`src/rtl/fcb_cfg_seq.sv`:
```
// Configuration sequencer: programs the 32-lane CCFF chain from APB words and reads it back,
// generating checksum enables. Optional macro FCB_CFG_SEQ_RB_RESTORE_EN makes readback rotate.
module fcb_cfg_seq #(
    parameter int unsigned CHAIN_LEN = 1024,
    parameter int unsigned CNT_W     = 11
) (
    input  logic             FCB_CLK,
    input  logic             fcb_reg_rstn,
    input  logic [1:0]       CSR_SEQ_cfgcmd,
    input  logic             CSR_SEQ_start,
    input  logic [31:0]      fAPBS_SEQ_wdata,
    input  logic             fAPBS_SEQ_wvalid,
    output logic             SEQ_APBS_wready,
    input  logic [0:31]      CCFF_TAIL,
    output logic [0:31]      SEQ_CCFF_HEAD,
    output logic             SEQ_CCFF_SHIFT_EN,
    output logic [31:0]      SEQ_CHKS_wdata,
    output logic             SEQ_CHKS_fprechksum_w0_en,
    output logic             SEQ_CHKS_fprechksum_w1_en,
    output logic             SEQ_CHKS_fpostchksum_w0_en,
    output logic             SEQ_CHKS_fpostchksum_w1_en,
    output logic             SEQ_CHKS_win_postchs_rdata,
    output logic             SEQ_CSR_busy,
    output logic             SEQ_CSR_done,
    output logic             SEQ_CSR_abort,
    output logic [CNT_W-1:0] SEQ_CSR_wcnt
);

`ifdef FCB_CFG_SEQ_RB_RESTORE_EN
    localparam bit RbRestore = 1'b1;
`else
    localparam bit RbRestore = 1'b0;
`endif

    localparam logic [CNT_W-1:0] LastIdx = CNT_W'(CHAIN_LEN - 1);
    localparam logic [1:0]       CmdPgm  = 2'd1;
    localparam logic [1:0]       CmdRb   = 2'd2;

    typedef enum logic [2:0] {
        StIdle,
        StPgmWait,
        StPgmW0,
        StPgmW1,
        StRb,
        StRbDrain1,
        StRbDrain2
    } state_t;

    state_t           state_q;
    logic [1:0]       cmd_q;
    logic             wready_q;
    logic [0:31]      head_q;
    logic             shift_q;
    logic [31:0]      wdata_q;
    logic             pre_w0_q;
    logic             pre_w1_q;
    logic             post_w0_q;
    logic             post_w1_q;
    logic             win_q;
    logic             done_q;
    logic             abort_q;
    logic [CNT_W-1:0] wcnt_q;
    logic             rb_odd_q;
    logic [CNT_W-1:0] rb_idx_q;
    logic             busy;
    logic             abort_req;

    // Word bit k drives chain lane k.
    function automatic logic [0:31] to_lanes(input logic [31:0] w);
        logic [0:31] r;
        for (int k = 0; k < 32; k++) begin
            r[k] = w[k];
        end
        return r;
    endfunction

    assign busy      = (state_q != StIdle);
    // The command latched at start must stay put; any change (including idle) aborts.
    assign abort_req = busy && (CSR_SEQ_cfgcmd != cmd_q);

    always_ff @(posedge FCB_CLK or negedge fcb_reg_rstn) begin
        if (!fcb_reg_rstn) begin
            state_q   <= StIdle;
            cmd_q     <= 2'd0;
            wready_q  <= 1'b0;
            head_q    <= '0;
            shift_q   <= 1'b0;
            wdata_q   <= '0;
            pre_w0_q  <= 1'b0;
            pre_w1_q  <= 1'b0;
            post_w0_q <= 1'b0;
            post_w1_q <= 1'b0;
            win_q     <= 1'b0;
            done_q    <= 1'b0;
            abort_q   <= 1'b0;
            wcnt_q    <= '0;
            rb_odd_q  <= 1'b0;
            rb_idx_q  <= '0;
        end else if (abort_req) begin
            state_q   <= StIdle;
            wready_q  <= 1'b0;
            head_q    <= '0;
            shift_q   <= 1'b0;
            pre_w0_q  <= 1'b0;
            pre_w1_q  <= 1'b0;
            post_w0_q <= 1'b0;
            post_w1_q <= 1'b0;
            win_q     <= 1'b0;
            rb_odd_q  <= 1'b0;
            done_q    <= 1'b0;
            abort_q   <= 1'b1;
        end else begin
            shift_q   <= 1'b0;
            head_q    <= '0;
            pre_w0_q  <= 1'b0;
            pre_w1_q  <= 1'b0;
            win_q     <= 1'b0;
            post_w0_q <= 1'b0;
            post_w1_q <= 1'b0;

            unique case (state_q)
                StIdle: begin
                    if (CSR_SEQ_start && (CSR_SEQ_cfgcmd == CmdPgm)) begin
                        state_q  <= StPgmWait;
                        cmd_q    <= CSR_SEQ_cfgcmd;
                        wready_q <= 1'b1;
                        wcnt_q   <= '0;
                        done_q   <= 1'b0;
                        abort_q  <= 1'b0;
                    end else if (CSR_SEQ_start && (CSR_SEQ_cfgcmd == CmdRb)) begin
                        state_q  <= StRb;
                        cmd_q    <= CSR_SEQ_cfgcmd;
                        rb_odd_q <= 1'b0;
                        rb_idx_q <= '0;
                        wcnt_q   <= '0;
                        done_q   <= 1'b0;
                        abort_q  <= 1'b0;
                    end
                end
                StPgmWait: begin
                    if (fAPBS_SEQ_wvalid) begin
                        state_q  <= StPgmW0;
                        wdata_q  <= fAPBS_SEQ_wdata;
                        head_q   <= to_lanes(fAPBS_SEQ_wdata);
                        shift_q  <= 1'b1;
                        pre_w0_q <= 1'b1;
                        wready_q <= 1'b0;
                    end
                end
                StPgmW0: begin
                    state_q  <= StPgmW1;
                    pre_w1_q <= 1'b1;
                    wcnt_q   <= wcnt_q + CNT_W'(1);
                    wready_q <= (wcnt_q != LastIdx);
                end
                StPgmW1: begin
                    if (!wready_q) begin
                        state_q <= StIdle;
                        done_q  <= 1'b1;
                    end else if (fAPBS_SEQ_wvalid) begin
                        state_q  <= StPgmW0;
                        wdata_q  <= fAPBS_SEQ_wdata;
                        head_q   <= to_lanes(fAPBS_SEQ_wdata);
                        shift_q  <= 1'b1;
                        pre_w0_q <= 1'b1;
                        wready_q <= 1'b0;
                    end else begin
                        state_q <= StPgmWait;
                    end
                end
                StRb: begin
                    // Even cycle: word becomes valid on the tail; odd cycle: window plus shift.
                    if (!rb_odd_q) begin
                        rb_odd_q <= 1'b1;
                        win_q    <= 1'b1;
                        shift_q  <= RbRestore || (rb_idx_q != LastIdx);
                    end else begin
                        rb_odd_q <= 1'b0;
                        rb_idx_q <= rb_idx_q + CNT_W'(1);
                        if (rb_idx_q == LastIdx) begin
                            state_q <= StRbDrain1;
                        end
                    end
                end
                StRbDrain1: begin
                    state_q <= StRbDrain2;
                end
                StRbDrain2: begin
                    state_q <= StIdle;
                    done_q  <= 1'b1;
                end
                default: begin
                    state_q <= StIdle;
                end
            endcase

            // Post-sum enables trail the read window to match the checksum read-data delay.
            if ((state_q == StRb) || (state_q == StRbDrain1) || (state_q == StRbDrain2)) begin
                post_w0_q <= win_q;
                post_w1_q <= post_w0_q;
                if (post_w0_q) begin
                    wcnt_q <= wcnt_q + CNT_W'(1);
                end
            end
        end
    end

    assign SEQ_CCFF_HEAD              = (RbRestore && (state_q == StRb)) ? CCFF_TAIL : head_q;
    assign SEQ_APBS_wready            = wready_q;
    assign SEQ_CCFF_SHIFT_EN          = shift_q;
    assign SEQ_CHKS_wdata             = wdata_q;
    assign SEQ_CHKS_fprechksum_w0_en  = pre_w0_q;
    assign SEQ_CHKS_fprechksum_w1_en  = pre_w1_q;
    assign SEQ_CHKS_fpostchksum_w0_en = post_w0_q;
    assign SEQ_CHKS_fpostchksum_w1_en = post_w1_q;
    assign SEQ_CHKS_win_postchs_rdata = win_q;
    assign SEQ_CSR_busy               = busy;
    assign SEQ_CSR_done               = done_q;
    assign SEQ_CSR_abort              = abort_q;
    assign SEQ_CSR_wcnt               = wcnt_q;

endmodule
```
`config.mk`:
```
export PLATFORM = sky130hd
export DESIGN_NAME = fcb_cfg_seq
export DESIGN_NICKNAME = d
export VERILOG_FILES = /design/src/rtl/fcb_cfg_seq.sv
export SDC_FILE = /design/constraint.sdc
export NUM_CORES = 1
export LEC_CHECK = 0
export BUFFER_PORTS_ARGS = -buffer_cell sky130_fd_sc_hd__buf_2
export CAP_MARGIN = 20
export CORE_MARGIN = 5
export CORE_UTILIZATION = 45
export DETAILED_ROUTE_END_ITERATION = 12
export PLACE_DENSITY = 0.72
export SLEW_MARGIN = 20
export SYNTH_ARGS = -nofsm -noshare
export SYNTH_HDL_FRONTEND = slang
export SYNTH_SLANG_ARGS = --single-unit
```
`constraint.sdc`:
```
create_clock -name FCB_CLK -period 3.2 [get_ports FCB_CLK]
set_clock_uncertainty 0.1 [all_clocks]
set_input_delay 0.32 -clock FCB_CLK [delete_from_list [all_inputs] [get_ports FCB_CLK]]
set_output_delay 0.32 -clock FCB_CLK [all_outputs]
set_load 0.02 [all_outputs]
```
## After elaboration in Yosys (flattened, before gate mapping)

Cells that the tools add are included.

- Add/sub/neg operators: 2
- Equal/unequal tests: 24
- Multiplexer cells: 59
- Bitwise operators: 1
- Reduce and logical (&&, ||, !) cells: 23

Operators with widths:

| cell | count |
|---|---|
| two-way mux 32 bit | 5 |
| one-hot mux 32 bit (2 select lines) | 2 |
| two-way mux 11 bit | 7 |
| one-hot mux 11 bit (2 select lines) | 2 |
| two-way mux 1 bit | 27 |
| adder 11 x 1 -> 11 bit (second input constant) | 2 |
| != test 11 x 10 -> 1 bit (second input constant) | 2 |
| != test 3 bit (second input constant) | 7 |
| two-way mux 3 bit | 6 |
| one-hot mux 3 bit (6 select lines) | 1 |
| AND reduction 3 bit | 5 |
| equality test 11 x 10 -> 1 bit (second input constant) | 1 |
| equality test 3 bit (second input constant) | 3 |
| nonzero test 3 bit | 3 |
| two-way mux 2 bit | 4 |
| != test 2 bit (second input constant) | 4 |
| nonzero test 2 bit | 4 |
| equality test 3 x 2 -> 1 bit (second input constant) | 2 |
| one-hot mux 1 bit (3 select lines) | 2 |
| AND reduction 5 bit | 1 |
| nonzero test 5 bit | 1 |
| != test 4 bit (second input constant) | 1 |
| one-hot mux 1 bit (2 select lines) | 2 |
| one-hot mux 1 bit (4 select lines) | 1 |
| other kinds (11) | 14 |

- Flip-flop bits (word level): 101
- Input port bits: 70
- Output and inout bits: 85
- Word-level logic and storage cells: 125

## Logic depth before layout (Yosys ltp)

- Word-level depth: 7
- Depth in mapped cells: 7

## Worst setup path after synthesis

OpenSTA, ideal clock, no wires.

- Path kind: register to register
- From: reg state_q[1]
- To: reg rb_idx_q[9]
- Arrival: 2,104 ps
- Data required time: 3,022 ps
- Setup slack: 918 ps
- Cell stages (with the launch flop): 7
- Path buffers: 2
- Cells stage by stage: dfrtp_1 > buf_6 > or3b_4 > or4b_4 > buf_6 > or4_1 > a21oi_1

- Word-level cells in the longest chain between the ends: 4
- Elaborated cells on any way between the ends: 11

RTL lines:

| what | line | text |
|---|---|---|
| from (decl) | 49 | `state_t state_q;` |
| from (signal assigned) | 83 | `state_q <= StIdle;` |
| from (signal assigned) | 100 | `state_q <= StIdle;` |
| from (signal assigned) | 124 | `state_q <= StPgmWait;` |
| parallel branches: the longest is 4 deep, another holds AND reduction 5 bit | -- |  |
| to (signal assigned) | 179 | `rb_idx_q <= rb_idx_q + CNT_W'(1);` |
| to (decl) | 64 | `logic [CNT_W-1:0] rb_idx_q;` |

Parallel ways; which one is timed is not known.
A chain may end at the register's enable or synchronous reset.

## Worst setup path after layout

- From: reg state_q[2]
- To: reg rb_idx_q[9]

Same word-level chain as after synthesis.

==> results.py <==
metrics = {
    "layout": {
        "final_common_cell": "buf_2",
        "final_cell_area_sq_um": 5160,
        "area_delta_synth_final_pct": 22.1,
        "layout.cells.most_common_list": "buf_2, dfrtp_1, and2_1",
        "drive_gt1_frac": 0.385,
        "diodes": 0,
        "final_nets": 545,
    },
    "logic_synthesis": {
        "yosysTopAreaCellShare": 0.598,
        "async_reset_ff_frac": 1.00,
        "synth_area_leaders": "dfrtp_1, mux2_2, and2_1",
        "synth_edf_count": 0,
        "synthCells": 351,
        "synth-seq-cells": 101,
        "ys_seq_area_frac": 0.598,
        "syn_nets": 423,
        "avgSynthCellArea_sq_um": 12.0,
        "synth_area_sq_um": 4230,
        "ys_types": 47,
        "synth_ff_type": "dfrtp_1",
        "yosys_warnings": 0,
        "yosysTopAreaCell": "dfrtp_1",
    },
    "global_routing": {
        "grt_pass1_vias": 3167,
        "globalRouteOverflowTotal": 0,
        "grt_first_pass_wirelength_mm": 15.2,
        "grt_start_max_net_pins": 66,
        "antenna_found_initial": 0,
        "grt_usage": 0.166,
    },
    "cts": {
        "htree_num_levels": 3,
        "postCtsSetupBuffers": 0,
        "cts_buffer_depth": 2,
        "cts_tree": "yes",
        "numCtsBuffers": 9,
        "clk_latency_ps": 360,
        "clk_pin_slew_ps": 110,
        "cts_sinks": 101,
        "clock-root-buffer": "clkbuf_8",
    },
    "placement": {
        "dp_hpwl_mm": 6.58,
        "dpl_cell_area_sq_um": 4960,
        "io_buffers": 122,
        "place_congestion": 0.796,
        "pre_cts_slack_ps": 775,
    },
    "setup_path": {
        "crit_path_end_kind": "flop",
        "r2r_slack_ps": 720,
        "max_stage_delay_ps": 610,
        "slowest_stage": "dfrtp_1",
        "critPathMaxFanout": 13,
        "cp_data_required_time_ps": 3380,
        "rr_worst_depth": 4,
        "reg2reg_to": "rb_idx_q[9]",
        "path_cells": "or3b_4, or4b_4, or4_1, a21oi_1",
        "path_class": "reg -> reg",
        "cp-start-kind": "flop",
        "r2r_start": "state_q[2]",
        "arrival_ps": 2660,
    },
    "timing": {
        "fmax_ghz": 0.403,
        "period_minus_slack_ps": 2480,
        "hold_viol": 0,
        "fin_setup_tns_ps": 0,
        "rsz0062_at_grt": "no",
        "finalSetupViolCount": 0,
        "max-slew-margin-rel": 0.571,
        "tightestPinTransition_ps": 644,
        "fin_ws_ps": 721,
        "drv_slew": 0,
        "fin_crit_sh": 0.775,
    },
    "run_status": {
        "status": "completed",
    },
    "min_path": {
        "hold_path_class": "in -> reg",
        "hold_path_depth": 2,
        "min_from": "fAPBS_SEQ_wdata[26]",
        "hold_end": "SEQ_CCFF_HEAD[26]",
    },
    "floorplanning": {
        "dieHeight_microns": 107,
        "initial_core_util": 0.460,
        "rows": 35,
        "io_pins": 155,
        "placeableCoreArea_sq_um": 9200,
        "chipWidth_microns": 107,
        "dieArea_sq_um": 11400,
    },
    "route": {
        "drc": 0,
        "firstDrtPassIters": 4,
        "drt_iter0_markers": 104,
        "num_vias": 3077,
        "ant_nets": 0,
        "wl_per_cell_microns": 15.5,
        "wl_mm": 9.14,
        "via_per_inst": 5.22,
    },
    "pwr": {
        "p_leak_uw": 0.00269,
        "combPwrFrac": 0.286,
        "p_int_uw": 2230,
        "clock_power_share": 0.234,
        "sequentialPowerShare": 0.480,
        "swShare": 0.354,
        "peakVddDrop_mv": 0.457,
        "switchingPower_uw": 1220,
        "power.density_nw_per_um2": 669,
    },
    "run": {
        "maxCapViolCount": 0,
    },
}
[cells in the mapped netlist, types with 3 or more instances]
| master | number |
|---|---|
| nand4_1 | 5 |
| or4_1 | 3 |
| nand3b_1 | 4 |
| a21oi_1 | 13 |
| nand2_1 | 17 |
| nand3_1 | 10 |
| or3_1 | 6 |
| and3_1 | 6 |
| o2bb2ai_1 | 3 |
| nor2b_1 | 5 |
| a22o_1 | 6 |
| mux2_2 | 33 |
| dfrtp_1 | 101 |
| xnor2_1 | 3 |
| o31ai_1 | 5 |
| nor3_1 | 7 |
| o21ai_0 | 12 |
| mux2i_1 | 4 |
| nor2_1 | 13 |
| o22ai_1 | 5 |
| and2_1 | 37 |
| clkbuf_1 | 13 |
| inv_1 | 5 |
| xor2_1 | 3 |
[cells by family (layout without fill, tap and decap cells)]
logic type,Yosys count,in the layout,share of synthesized area
adders and majority gates,2,2,0.00592
buffers and inverters,22,149,0.0234
AOI/OAI and AO/OA,57,57,0.0903
muxes,37,37,0.0974
and+or+nand+nor,126,126,0.173
xor gates and xnor gates,6,6,0.0124
DFF,101,101,0.598
[flip-flops by register name (all words and copies together) (netlist names), 2 cells and up]
name	cells
state_q	3
rb_idx_q	11
cmd_q	2
SEQ_CCFF_HEAD	32
SEQ_CHKS_wdata	32
SEQ_CSR_wcnt	11
[per-layer routing]
metal | track usage | wire (microns) | vias up | share of wire
met5 | 0 | 0 | - | 0
met4 | 0.0621 | 152 | 0 | 0.017
met3 | 0.0765 | 953 | 16 | 0.10
met2 | 0.259 | 4220 | 111 | 0.46
met1 | 0.201 | 3810 | 1456 | 0.42
li1 | - | - | 1494 | -
[layout make-up]
type / count / area [sq um]
Multi-Input combinational cell: 228 / 1610
Sequential cell: 101 / 2530
Inverter: 5 / 18.8
Tap cell: 111 / 139
Clock inverter: 6 / 57.6
Fill cell: 796 / 4030
Timing Repair Buffer: 128 / 673
Clock buffer: 10 / 138
[power groups by stage]
| stage | clock network [uW] | logic, uW | registers [uW] |
|---|---|---|---|
| global route | 887 | 1070 | 1690 |
| floorplan | 0 | 354 | 1930 |
| finish | 809 | 986 | 1660 |
| CTS | 831 | 1000 | 1660 |
| global placement | 0 | 984 | 1660 |
| detailed placement | 0 | 999 | 1680 |
[critical path: cells and delay by family, from the launching register on]
kind / cells / cell delay (ps)
and+or+nand+nor: 3 / 1530
AOI/OAI and AO/OA: 1 / 160
DFF: 1 / 610
[what timing repair did]
action,in CTS,in global routing
resized for setup,0,0
hold buffers,1,0
hold endpoints to repair,48,0
[through the flow]
step                      instances  hold WS, ps  total power, uW  utilization
after CTS                       589         43.9             3490        0.561
after global routing            589         29.1             3650        0.561
final                           589         59.7             3450        0.561
after global placement          572          293             2650        0.539
after detailed placement        572          300             2680        0.539
after floorplan                 351        -75.6             2280            -
[worst max-delay path by stage]
stage                from          end  slack, ps
2_1_floorplan  state_q[1]  rb_idx_q[9]        920
3_3_place_gp   state_q[2]  rb_idx_q[5]        810
3_5_place_dp   state_q[2]  rb_idx_q[9]        770
4_1_cts        state_q[2]  rb_idx_q[9]        740
5_1_grt        state_q[2]  rb_idx_q[9]        620
6_report       state_q[2]  rb_idx_q[9]        720
Power figures use the tool's default switching activity.
